===== config.mk =====
export PLATFORM = sky130hd
export DESIGN_NAME = mc_ctrl_unit
export DESIGN_NICKNAME = d
export VERILOG_FILES = /design/src/rtl/cu_pkg.sv /design/src/rtl/cu_decode.sv /design/src/rtl/mc_ctrl_unit.sv
export SDC_FILE = /design/constraint.sdc
export NUM_CORES = 1
export LEC_CHECK = 0
export BUFFER_PORTS_ARGS = -buffer_cell sky130_fd_sc_hd__buf_2
export CAP_MARGIN = 10
export CORE_UTILIZATION = 54
export CTS_CLUSTER_SIZE = 16
export DETAILED_ROUTE_END_ITERATION = 6
export PLACE_DENSITY = 0.95
export SYNTH_ARGS = -nofsm -noshare
export SYNTH_HDL_FRONTEND = slang
export SYNTH_HIERARCHICAL = 1
export SYNTH_SLANG_ARGS = --single-unit

===== constraint.sdc =====
create_clock -name clk -period 2.8 [get_ports clk]
set_clock_uncertainty 0.2 [all_clocks]
set_input_delay 0.14 -clock clk [delete_from_list [all_inputs] [get_ports clk]]
set_output_delay 0.14 -clock clk [all_outputs]
set_load 0.005 [all_outputs]

===== src/rtl/cu_pkg.sv =====
// ---------------------------------------------------------------------------
// cu_pkg: shared types and constants for the LEGv8 multicycle control unit.
//   - state_t   : FSM states. S_TRAP exists only when CU_TRAP_EN is defined.
//   - kind_t    : instruction class that steers the EXEC/MEM/WB sequence.
//   - ctrl_t    : packed control bundle produced by cu_decode.
//   - opc_pat_t : opcode value/mask pairs. Mask bits set to 1 must match.
// Configuration macro: CU_TRAP_EN (adds the TRAP state).
// ---------------------------------------------------------------------------
package cu_pkg;

  localparam int OPC_BITS    = 11;
  localparam int ALUOP_BITS  = 3;
  localparam int SEU_BITS    = 2;
  localparam int ALUSRC_BITS = 2;

  typedef enum logic [2:0] {
    S_IDLE   = 3'd0,
    S_FETCH  = 3'd1,
    S_DECODE = 3'd2,
    S_EXEC   = 3'd3,
    S_MEM    = 3'd4,
    S_WB     = 3'd5
`ifdef CU_TRAP_EN
    , S_TRAP = 3'd6
`endif
  } state_t;

  // K_NOP must be the all-zero code so that a reset or cleared bundle is a NOP.
  typedef enum logic [2:0] {
    K_NOP  = 3'd0,
    K_ALU  = 3'd1,
    K_LD   = 3'd2,
    K_ST   = 3'd3,
    K_B    = 3'd4,
    K_CBZ  = 3'd5,
    K_CBNZ = 3'd6
  } kind_t;

  // ALU operation select
  localparam logic [ALUOP_BITS-1:0] ALU_ADD  = 3'b000;
  localparam logic [ALUOP_BITS-1:0] ALU_SUB  = 3'b001;
  localparam logic [ALUOP_BITS-1:0] ALU_AND  = 3'b010;
  localparam logic [ALUOP_BITS-1:0] ALU_ORR  = 3'b011;
  localparam logic [ALUOP_BITS-1:0] ALU_PASS = 3'b100;
  localparam logic [ALUOP_BITS-1:0] ALU_LSL  = 3'b101;

  // Immediate-extender select
  localparam logic [SEU_BITS-1:0] SEU_ALU = 2'b00;
  localparam logic [SEU_BITS-1:0] SEU_D   = 2'b01;
  localparam logic [SEU_BITS-1:0] SEU_B   = 2'b10;
  localparam logic [SEU_BITS-1:0] SEU_CB  = 2'b11;

  // ALU operand-B source
  localparam logic [ALUSRC_BITS-1:0] SRC_REG   = 2'b00;
  localparam logic [ALUSRC_BITS-1:0] SRC_IMM   = 2'b01;
  localparam logic [ALUSRC_BITS-1:0] SRC_SHAMT = 2'b10;

  typedef struct packed {
    kind_t                   kind;
    logic                    reg2loc;
    logic [SEU_BITS-1:0]     seu;
    logic [ALUSRC_BITS-1:0]  alusrc;
    logic [ALUOP_BITS-1:0]   aluop;
    logic                    memtoreg;
  } ctrl_t;

  typedef struct packed {
    logic [OPC_BITS-1:0] val;
    logic [OPC_BITS-1:0] msk;
  } opc_pat_t;

  localparam logic [OPC_BITS-1:0] M_ALL = 11'b111_1111_1111;
  localparam logic [OPC_BITS-1:0] M_I   = 11'b111_1111_1110;
  localparam logic [OPC_BITS-1:0] M_CB  = 11'b111_1111_1000;
  localparam logic [OPC_BITS-1:0] M_B   = 11'b111_1110_0000;

  localparam opc_pat_t PAT_AND  = '{val: 11'b10001010000, msk: M_ALL};
  localparam opc_pat_t PAT_ORR  = '{val: 11'b10101010000, msk: M_ALL};
  localparam opc_pat_t PAT_ADD  = '{val: 11'b10001011000, msk: M_ALL};
  localparam opc_pat_t PAT_SUB  = '{val: 11'b11001011000, msk: M_ALL};
  localparam opc_pat_t PAT_ADDI = '{val: 11'b10010001000, msk: M_I};
  localparam opc_pat_t PAT_SUBI = '{val: 11'b11010001000, msk: M_I};
  localparam opc_pat_t PAT_ANDI = '{val: 11'b10010010000, msk: M_I};
  localparam opc_pat_t PAT_ORRI = '{val: 11'b10110010000, msk: M_I};
  localparam opc_pat_t PAT_LDUR = '{val: 11'b11111000010, msk: M_ALL};
  localparam opc_pat_t PAT_STUR = '{val: 11'b11111000000, msk: M_ALL};
  localparam opc_pat_t PAT_LSL  = '{val: 11'b11010011011, msk: M_ALL};
  localparam opc_pat_t PAT_B    = '{val: 11'b00010100000, msk: M_B};
  localparam opc_pat_t PAT_CBZ  = '{val: 11'b10110100000, msk: M_CB};
  localparam opc_pat_t PAT_CBNZ = '{val: 11'b10110101000, msk: M_CB};

  function automatic logic opc_is(input logic [OPC_BITS-1:0] opc, input opc_pat_t pat);
    return ((opc ^ pat.val) & pat.msk) == '0;
  endfunction

endpackage


===== src/rtl/cu_decode.sv =====
// ---------------------------------------------------------------------------
// cu_decode: combinational opcode -> control bundle decoder.
//   i_opcode : IR[31:21]
//   o_ctrl   : control bundle. Fields an instruction does not use are 0.
//   o_valid  : 1 when the opcode is recognised. An unrecognised opcode gives
//              o_valid = 0 and an all-zero (NOP) bundle.
// ---------------------------------------------------------------------------
module cu_decode
  import cu_pkg::*;
(
  input  logic [OPC_BITS-1:0] i_opcode,
  output ctrl_t               o_ctrl,
  output logic                o_valid
);

  // NOTE: every output gets a default before the decision chain; a path that
  // leaves an always_comb output unassigned infers a latch.
  always_comb begin
    o_ctrl  = '0;
    o_valid = 1'b1;
    if (opc_is(i_opcode, PAT_AND)) begin
      o_ctrl.kind = K_ALU; o_ctrl.aluop = ALU_AND;
    end else if (opc_is(i_opcode, PAT_ORR)) begin
      o_ctrl.kind = K_ALU; o_ctrl.aluop = ALU_ORR;
    end else if (opc_is(i_opcode, PAT_ADD)) begin
      o_ctrl.kind = K_ALU; o_ctrl.aluop = ALU_ADD;
    end else if (opc_is(i_opcode, PAT_SUB)) begin
      o_ctrl.kind = K_ALU; o_ctrl.aluop = ALU_SUB;
    end else if (opc_is(i_opcode, PAT_ADDI)) begin
      o_ctrl.kind = K_ALU; o_ctrl.aluop = ALU_ADD; o_ctrl.alusrc = SRC_IMM;
    end else if (opc_is(i_opcode, PAT_SUBI)) begin
      o_ctrl.kind = K_ALU; o_ctrl.aluop = ALU_SUB; o_ctrl.alusrc = SRC_IMM;
    end else if (opc_is(i_opcode, PAT_ANDI)) begin
      o_ctrl.kind = K_ALU; o_ctrl.aluop = ALU_AND; o_ctrl.alusrc = SRC_IMM;
    end else if (opc_is(i_opcode, PAT_ORRI)) begin
      o_ctrl.kind = K_ALU; o_ctrl.aluop = ALU_ORR; o_ctrl.alusrc = SRC_IMM;
    end else if (opc_is(i_opcode, PAT_LSL)) begin
      o_ctrl.kind = K_ALU; o_ctrl.aluop = ALU_LSL; o_ctrl.alusrc = SRC_SHAMT;
    end else if (opc_is(i_opcode, PAT_LDUR)) begin
      o_ctrl.kind   = K_LD;    o_ctrl.aluop    = ALU_ADD;
      o_ctrl.alusrc = SRC_IMM; o_ctrl.seu      = SEU_D;
      o_ctrl.memtoreg = 1'b1;
    end else if (opc_is(i_opcode, PAT_STUR)) begin
      o_ctrl.kind   = K_ST;    o_ctrl.aluop    = ALU_ADD;
      o_ctrl.alusrc = SRC_IMM; o_ctrl.seu      = SEU_D;
      o_ctrl.reg2loc = 1'b1;
    end else if (opc_is(i_opcode, PAT_B)) begin
      o_ctrl.kind = K_B; o_ctrl.seu = SEU_B;
    end else if (opc_is(i_opcode, PAT_CBZ)) begin
      // Rt is passed through the ALU so that zero reflects the tested register.
      o_ctrl.kind = K_CBZ; o_ctrl.seu = SEU_CB;
      o_ctrl.reg2loc = 1'b1; o_ctrl.aluop = ALU_PASS;
    end else if (opc_is(i_opcode, PAT_CBNZ)) begin
      o_ctrl.kind = K_CBNZ; o_ctrl.seu = SEU_CB;
      o_ctrl.reg2loc = 1'b1; o_ctrl.aluop = ALU_PASS;
    end else begin
      o_valid = 1'b0;
    end
  end

endmodule


===== src/rtl/mc_ctrl_unit.sv =====
// ---------------------------------------------------------------------------
// mc_ctrl_unit: multicycle LEGv8 control FSM.
//   Sequence: IDLE -> FETCH -> DECODE -> EXEC -> [MEM] -> [WB] -> retire.
//   Inputs : clk, rst_n (async, active low), run, opcode, zero, imem_ready,
//            dmem_ready.
//   Strobes: imem_rd, ir_wr, pc_wr, pcsrc, mem_rd, mem_wr, reg_wr, instr_done,
//            illegal. Each is active only in its owning state.
//   Fields : reg2loc, seu, alusrc, aluop, memtoreg come straight from the
//            control bundle latched in DECODE. They are stable from EXEC
//            through retirement.
// Configuration macro: CU_TRAP_EN. When it is defined, an unrecognised opcode
// parks the FSM in TRAP with illegal=1 until reset. When it is undefined, the
// opcode retires from EXEC as a NOP.
// ---------------------------------------------------------------------------
module mc_ctrl_unit
  import cu_pkg::*;
#(
  parameter int OPC_W     = 11,
  parameter int ALUOP_W   = 3,
  parameter int IMM_SEL_W = 2
) (
  input  logic                 clk,
  input  logic                 rst_n,
  input  logic                 run,
  input  logic [OPC_W-1:0]     opcode,
  input  logic                 zero,
  input  logic                 imem_ready,
  input  logic                 dmem_ready,
  output logic                 imem_rd,
  output logic                 ir_wr,
  output logic                 pc_wr,
  output logic                 pcsrc,
  output logic                 reg2loc,
  output logic [IMM_SEL_W-1:0] seu,
  output logic [1:0]           alusrc,
  output logic [ALUOP_W-1:0]   aluop,
  output logic                 mem_rd,
  output logic                 mem_wr,
  output logic                 memtoreg,
  output logic                 reg_wr,
  output logic                 instr_done,
  output logic                 illegal
);

  state_t r_state, w_next_state;
  ctrl_t  r_ctrl, w_dec_ctrl;
  logic   w_dec_valid;
  logic   w_retire;

  cu_decode u_decode (
    .i_opcode (opcode),
    .o_ctrl   (w_dec_ctrl),
    .o_valid  (w_dec_valid)
  );

  // NOTE: the bundle register is reset along with the state. This keeps the
  // field outputs at 0 coming out of reset instead of leaving them unknown.
  // NOTE: state elements use non-blocking assignments so that every flop
  // samples the values from before the edge.
  always_ff @(posedge clk or negedge rst_n) begin
    if (!rst_n) begin
      r_state <= S_IDLE;
      r_ctrl  <= '0;
    end else begin
      r_state <= w_next_state;
      if (r_state == S_DECODE) r_ctrl <= w_dec_ctrl;
    end
  end

  always_comb begin
    w_next_state = r_state;
    w_retire     = 1'b0;
    imem_rd      = 1'b0;
    ir_wr        = 1'b0;
    pc_wr        = 1'b0;
    pcsrc        = 1'b0;
    mem_rd       = 1'b0;
    mem_wr       = 1'b0;
    reg_wr       = 1'b0;
    illegal      = 1'b0;
    unique case (r_state)
      S_IDLE: if (run) w_next_state = S_FETCH;
      S_FETCH: begin
        imem_rd = 1'b1;
        if (imem_ready) begin
          ir_wr        = 1'b1;
          w_next_state = S_DECODE;
        end
      end
      S_DECODE: begin
`ifdef CU_TRAP_EN
        w_next_state = w_dec_valid ? S_EXEC : S_TRAP;
`else
        w_next_state = S_EXEC;
`endif
      end
      S_EXEC: begin
        unique case (r_ctrl.kind)
          K_B:      begin pc_wr = 1'b1; pcsrc = 1'b1;  w_retire = 1'b1; end
          K_CBZ:    begin pc_wr = 1'b1; pcsrc = zero;  w_retire = 1'b1; end
          K_CBNZ:   begin pc_wr = 1'b1; pcsrc = ~zero; w_retire = 1'b1; end
          K_LD, K_ST: w_next_state = S_MEM;
          K_ALU:      w_next_state = S_WB;
          default:  begin pc_wr = 1'b1; w_retire = 1'b1; end  // NOP
        endcase
      end
      S_MEM: begin
        if (r_ctrl.kind == K_LD) begin
          mem_rd = 1'b1;
          if (dmem_ready) w_next_state = S_WB;
        end else begin
          mem_wr = 1'b1;
          if (dmem_ready) begin
            pc_wr    = 1'b1;
            w_retire = 1'b1;
          end
        end
      end
      S_WB: begin
        reg_wr   = 1'b1;
        pc_wr    = 1'b1;
        w_retire = 1'b1;
      end
`ifdef CU_TRAP_EN
      S_TRAP: illegal = 1'b1;
`endif
      default: w_next_state = S_IDLE;
    endcase
    // run is consulted only at retirement, so dropping it mid-instruction
    // lets the current instruction finish.
    if (w_retire) w_next_state = run ? S_FETCH : S_IDLE;
  end

  assign instr_done = w_retire;
  assign reg2loc    = r_ctrl.reg2loc;
  assign seu        = r_ctrl.seu;
  assign alusrc     = r_ctrl.alusrc;
  assign aluop      = r_ctrl.aluop;
  assign memtoreg   = r_ctrl.memtoreg;

  logic w_unused;
  assign w_unused = w_dec_valid;

endmodule

==> results of run 1 <==
area by class of cell:
| cell class | instances | share of cell area (%) |
|---|---|---|
| multi-input combinational | 79 | 46.9 |
| clock buffer | 3 | 1.77 |
| sequential | 15 | 29.5 |
| inverter | 4 | 1.18 |
| clock inverter | 1 | 0.591 |
| timing repair buffer | 39 | 17.5 |
| tap | 25 | 2.46 |
sequential cells by signal, summed over array words and instances (netlist names):
register  flops
aluop         3
seu           2
alusrc        2
r_ctrl        3
memtoreg      1
reg2loc       1
r_state       3
power by group through the flow:
stage,Clock (mW),Sequential [mW],Combinational [mW]
after CTS,0.135,0.274,0.233
after global placement,0,0.272,0.206
final,0.131,0.275,0.236
after global routing,0.146,0.280,0.256
after floorplan,0,0.258,0.174
after detailed placement,0,0.278,0.213
through the flow:
stage,total power [mW],std cells,worst slack [ns],area [sq um]
after floorplan,0.432,111,1.09,1080
after global placement,0.478,157,1.11,1190
after detailed placement,0.492,157,1.05,1190
after CTS,0.643,166,0.487,1270
after global routing,0.682,166,0.396,1270
final,0.642,166,0.463,1270
cell usage in the layout (no fill, tap or decap), drive strengths merged, types with 3 or more instances in the layout:
cell type    count
dfrtp           15
nor2b            6
nand4            3
dlygate4sd3      5
nor3b            5
o21ai            3
buf             34
a21oi            4
mux2i            3
clkbuf           3
and3b            3
a21o             3
nand2            7
and3             3
nor2             7
mux2            12
inv              4
layer usage:
metal / vias to the layer above / GRT usage [%] / part of all wire (%)
li1: 447 / - / -
met1: 439 / 31.0 / 43
met2: 33 / 40.3 / 51
met3: 4 / 4.62 / 4.4
met4: 0 / 10.3 / 1.4
met5: - / 0 / 0
worst min path at each step:
stage | startpoint | cells after the start | end | slack (ns)
after global placement | rst_n | 1 | aluop[2] | -0.15
after floorplan | rst_n | 0 | aluop[0] | -0.36
final | rst_n | 2 | reg2loc | 0.07
after detailed placement | rst_n | 1 | aluop[2] | -0.14
after CTS | rst_n | 2 | reg2loc | 0.07
after global routing | opcode[8] | 3 | aluop[0] | 0.09
==> results.md, run 1 <==
- Status: complete, no violations
- Synthesized cell area: 0.00108 sq mm
- Pin count of the biggest net entering global routing: 16
- ANT cells: 0
- Max cap viols: 0
- DR iter-0 viols: 36
- Reg2Reg Depth: 5
- GPL Wtd Cong: 0.961
- Worst endpoint data arrival time: 2.32 ns
- Postcts setup bufs: 0
- Num CTS Buffers: 3
- Wire length per cell: 13.7 microns
- Final Hold Fails: 0
- Synth Warn #: 6
- Gate power share: 36.8%
- R2r startpoint: r_state[1]
- Fin crit share: 83.4%
- FF+latch area: 375 sq um
- Syn_nets: 128
- Max incr delay on CP: 0.55 ns
- Fin util: 70.6%
- Vias in the first global route: 826
- Initial antenna violation count: 0
- Highest ir drop seen on vdd: 389 uV
- DRT antenna net count: 0
- Fillers: 136
- Chip height: 46.8 microns
- Routed wire length: 2270 microns
- Syn Inst Count: 111
- CP top delay family: compound AO/OA/AOI/OAI gates
- Die W: 46.8 microns
- Row count: 15
- CTS resizes: 0
- Core area: 0.00180 sq mm
- Number of vias per cell: 5.56
- Initial Util: 60.1%
- Cell chain of the critical path: and3b_1 -> a21o_1 -> a31o_1 -> a221o_1 -> dlygate4sd3_1
- R2r setup slk: 0.46 ns
- Wire length of the first global-routing pass: 3630 microns
- Layout cells sized above 1: 37.6%
- Hold Crit Class: primary input to asynchronous set/reset pin
- Nets@finish: 159
- Clk root buf: clkbuf_4
- Switching power total: 218 uW
- Register share of total power: 42.8%
- Vias: 923
- Max Slew Vio Count: 0
- Buffers & Inverters on Critical Path: 1
- Leakage power: 0.711 nW
- Worst Setup EP: r_state[0]
- Setup violations, final: 0
- Clock Power Share: 20.5%
- Hold-fix buffers, CTS: 5
- Syn-to-layout area delta: 17.5%
- Worst path slowest cell: dlygate4sd3_1
- Reg2reg end: r_state[0]
- Footprint of the multi-input gates: 597 sq um
- DR DRC count: 0
- Cell internal pwr: 424 uW
- Crit path depth: 5
- Net Sw Frac: 33.9%
- Min Hold Slack: 0.0727 ns
- Total global-route track usage: 24.2%
- Boundary pin count: 35
- Clk sinks: 15
- Clock transition at path regs: 0.09 ns
- CP Capture Type: register
- Crit path required time: 2.78 ns
- Worst skew pair latency: 0.29 ns
- CTS tree: yes
- Critical Path Start: r_state[1]
- Pwr Density: 505 mW/mm^2
- Clock Path Buffers: 2
- PortBufs: 33
- Kind of start point of the critical path: register
- RSZ-0062 raised after global routing: false
- Worst Setup Path Type: register to register
- Setup TNS: 0 ns
- Fmax achieved: 0.428 GHz
- H-tree levels: 1
- Min Tclk post-route: 2.34 ns
- Avg Cell Area, Syn: 9.75 sq um
- Dpl hpwl: 1740 microns
- Largest fanout on the critical path: 10
- Die area: 0.00219 sq mm
- Grt ovf: 0
- 1st-pass router iterations: 4
Note: power is estimated with default switching activity, not from simulation.
==> run 2: changes to the inputs <==
--- a/config.mk
+++ b/config.mk
@@ -7,10 +7,10 @@
 export LEC_CHECK = 0
 export BUFFER_PORTS_ARGS = -buffer_cell sky130_fd_sc_hd__buf_2
 export CAP_MARGIN = 10
-export CORE_UTILIZATION = 54
+export CORE_UTILIZATION = 50
 export CTS_CLUSTER_SIZE = 16
 export DETAILED_ROUTE_END_ITERATION = 6
-export PLACE_DENSITY = 0.95
+export PLACE_DENSITY = 0.9
 export SYNTH_ARGS = -nofsm -noshare
 export SYNTH_HDL_FRONTEND = slang
 export SYNTH_HIERARCHICAL = 1
==> constraint.sdc (replaced) <==
create_clock -name clk -period 2.38 [get_ports clk]
set_clock_uncertainty 0.2 [all_clocks]
set_input_delay 0.119 -clock clk [delete_from_list [all_inputs] [get_ports clk]]
set_output_delay 0.119 -clock clk [all_outputs]
set_load 0.005 [all_outputs]
==> results.md, run 2 (synthesis results as in run 1) <==
- DRT antenna net count: 0 (unchanged)
- Syn-to-layout area delta: 17.5% (unchanged)
- RSZ-0062 raised after global routing: false
- Clock transition at path regs: 0.09 ns (about the same)
- GPL Wtd Cong: 0.902 (-6.2%)
- Min Tclk post-route: 2.32 ns (-0.0176 ns)
- Min Hold Slack: 0.0517 ns (-0.0210 ns)
- R2r setup slk: 0.06 ns (-0.40 ns)
- Register share of total power: 43.4% (+0.6 points)
- Chip height: 48.5 microns (+3.8%)
- H-tree levels: 1 (unchanged)
- Largest fanout on the critical path: 9 (-1)
- Total power: 747 uW (+16%)
- Cell Count, Final, Fillers Out: 168 (+1.2%)
- Footprint of the multi-input gates: 597 sq um (unchanged)
- Boundary pin count: 35 (unchanged)
- Post-route cell area: 0.00127 sq mm (unchanged)
- Worst Setup Path Type: register to register
- Die W: 48.5 microns (+3.8%)
- Commonest non-fill, non-tap cell in the layout: buf_2
- Wire length of the first global-routing pass: 3960 microns (+9.1%)
- Worst endpoint data arrival time: 2.29 ns (-0.03 ns)
- Routed wire length: 2270 microns (+0.18%)
- Vias: 942 (+2.1%)
- Fin crit share: 97.4% (+14 points)
- Initial antenna violation count: 0 (unchanged)
- Gate power share: 37.5% (+0.7 points)
- Fillers: 166 (+22%)
- Fmax achieved: 0.431 GHz (+0.76%)
- Commonest cells after routing, fill and taps aside: 33 x buf_2, 14 x dfrtp_1, 11 x mux2_2, 7 x nor2_1, 7 x nand2_1
- Grt ovf: 0 (unchanged)
- DR iter-0 viols: 18 (-50%)
- CTS tree: yes
- ANT cells: 0 (unchanged)
- Clk root buf: clkbuf_4
- Nets@finish: 159 (unchanged)
- Worst skew pair latency: 0.28 ns (about the same)
- Num CTS Buffers: 3 (unchanged)
- Hold Crit Class: primary input to asynchronous set/reset pin
- Net Sw Frac: 32.8% (-1.2 points)
- Clk sinks: 15 (unchanged)
- Initial Util: 54.1% (-6.0 points)
- Leakage power: 0.711 nW (about the same)
- CP Capture Type: register
- Final Hold Fails: 0 (unchanged)
- Cell internal pwr: 502 uW (+18%)
- Placed cell areas: 0.00119 sq mm (+0.21%)
- Fin util: 63.5% (-7.1 points)
- Setup TNS: 0 ns (unchanged)
- Core area: 0.00200 sq mm (+11%)
- Clock Power Share: 19.1% (-1.4 points)
- Status: complete, no violations
- 1st-pass router iterations: 4 (unchanged)
- Setup violations, final: 0 (unchanged)
- Row count: 16 (+1)
- FF+latch area: 377 sq um (+0.33%)
- PnR worst setup slack: 0.0610 ns (-0.402 ns)
- Pwr Density: 587 mW/mm^2 (+16%)
- DR DRC count: 0 (unchanged)
- Wire length per cell: 13.5 microns (-1.0%)
- Max cap viols: 0 (unchanged)
- Max Slew Vio Count: 0 (unchanged)
- Dpl cells: 159 (+1.3%)
- Layout cells sized above 1: 37.6% (unchanged)
- Number of vias per cell: 5.61 (+0.84%)
- Switching power total: 245 uW (+12%)
- Total global-route track usage: 21.5% (-2.8 points)
- Vias in the first global route: 891 (+7.9%)
- Kind of start point of the critical path: register
- Dpl hpwl: 1710 microns (-1.6%)
- Dpl ws: 0.625 ns (-0.424 ns)
- Pin count of the biggest net entering global routing: 16 (unchanged)
- Die area: 0.00235 sq mm (+7.6%)
- Clock Path Buffers: 2 (unchanged)
- Highest ir drop seen on vdd: 577 uV (+48%)
- Crit path required time: 2.35 ns (-0.43 ns)
- PortBufs: 33 (unchanged)
- Postcts setup bufs: 0 (unchanged)
[run 2: cell types whose count changed in the layout (fill, tap and decap cells not counted)]
cell	previous run	this run
clkbuf_1	0	1
dfrtp_2	0	1
dfrtp_1	15	14
clkinvlp_4	1	0
[run 2: layout make-up]
class	count	share of cell area, %
Timing Repair Buffer	39	17.5
Sequential cell	15	29.6
Inverter	4	1.18
Multi-Input combinational cell	79	46.9
Clock buffer	4	2.07
Tap cell	27	2.66
[run 2: final timing paths]
kind | startpoint | to | cells past startpoint
min in group clk | opcode[8] | aluop[0] | 3
setup / recovery | r_state[2] | r_state[0] | 5
setup reg to reg | r_state[2] | r_state[0] | 5
hold reg to reg | aluop[0] | aluop[0] | 1
max in group asynchronous | rst_n | r_state[1] | 2
hold / removal | rst_n | r_ctrl[10] | 2
[run 2: metal layers]
layer / up-vias / wire length, microns / global-route usage, %
li1: 450 / - / -
met1: 454 / 962 / 25.8
met2: 36 / 1170 / 40.1
met3: 2 / 120 / 5.03
met4: 0 / 21 / 1.96
met5: - / 0 / 0
[run 2: power by group through the flow]
stage / combinational, mW / clock, mW / sequential [mW]
after floorplan: 0.205 / 0 / 0.303
after global placement: 0.242 / 0 / 0.320
after detailed placement: 0.252 / 0 / 0.328
after CTS: 0.275 / 0.148 / 0.321
after global routing: 0.304 / 0.158 / 0.332
final: 0.280 / 0.143 / 0.324
[run 2: critical path, cell delays in order, from the launching register on]
cell and delay, ns:
dfrtp_1 0.49, and3b_1 0.24, a21o_1 0.18, a31o_1 0.21, a221o_1 0.34, dlygate4sd3_1 0.56
[run 2: timing repair]
action                                  in CTS  in global routing
endpoints found under the hold margin       18                  0
endpoints found under the setup margin       0                  1
hold buffers                                 5                  0
gates resized for setup                      0                  1
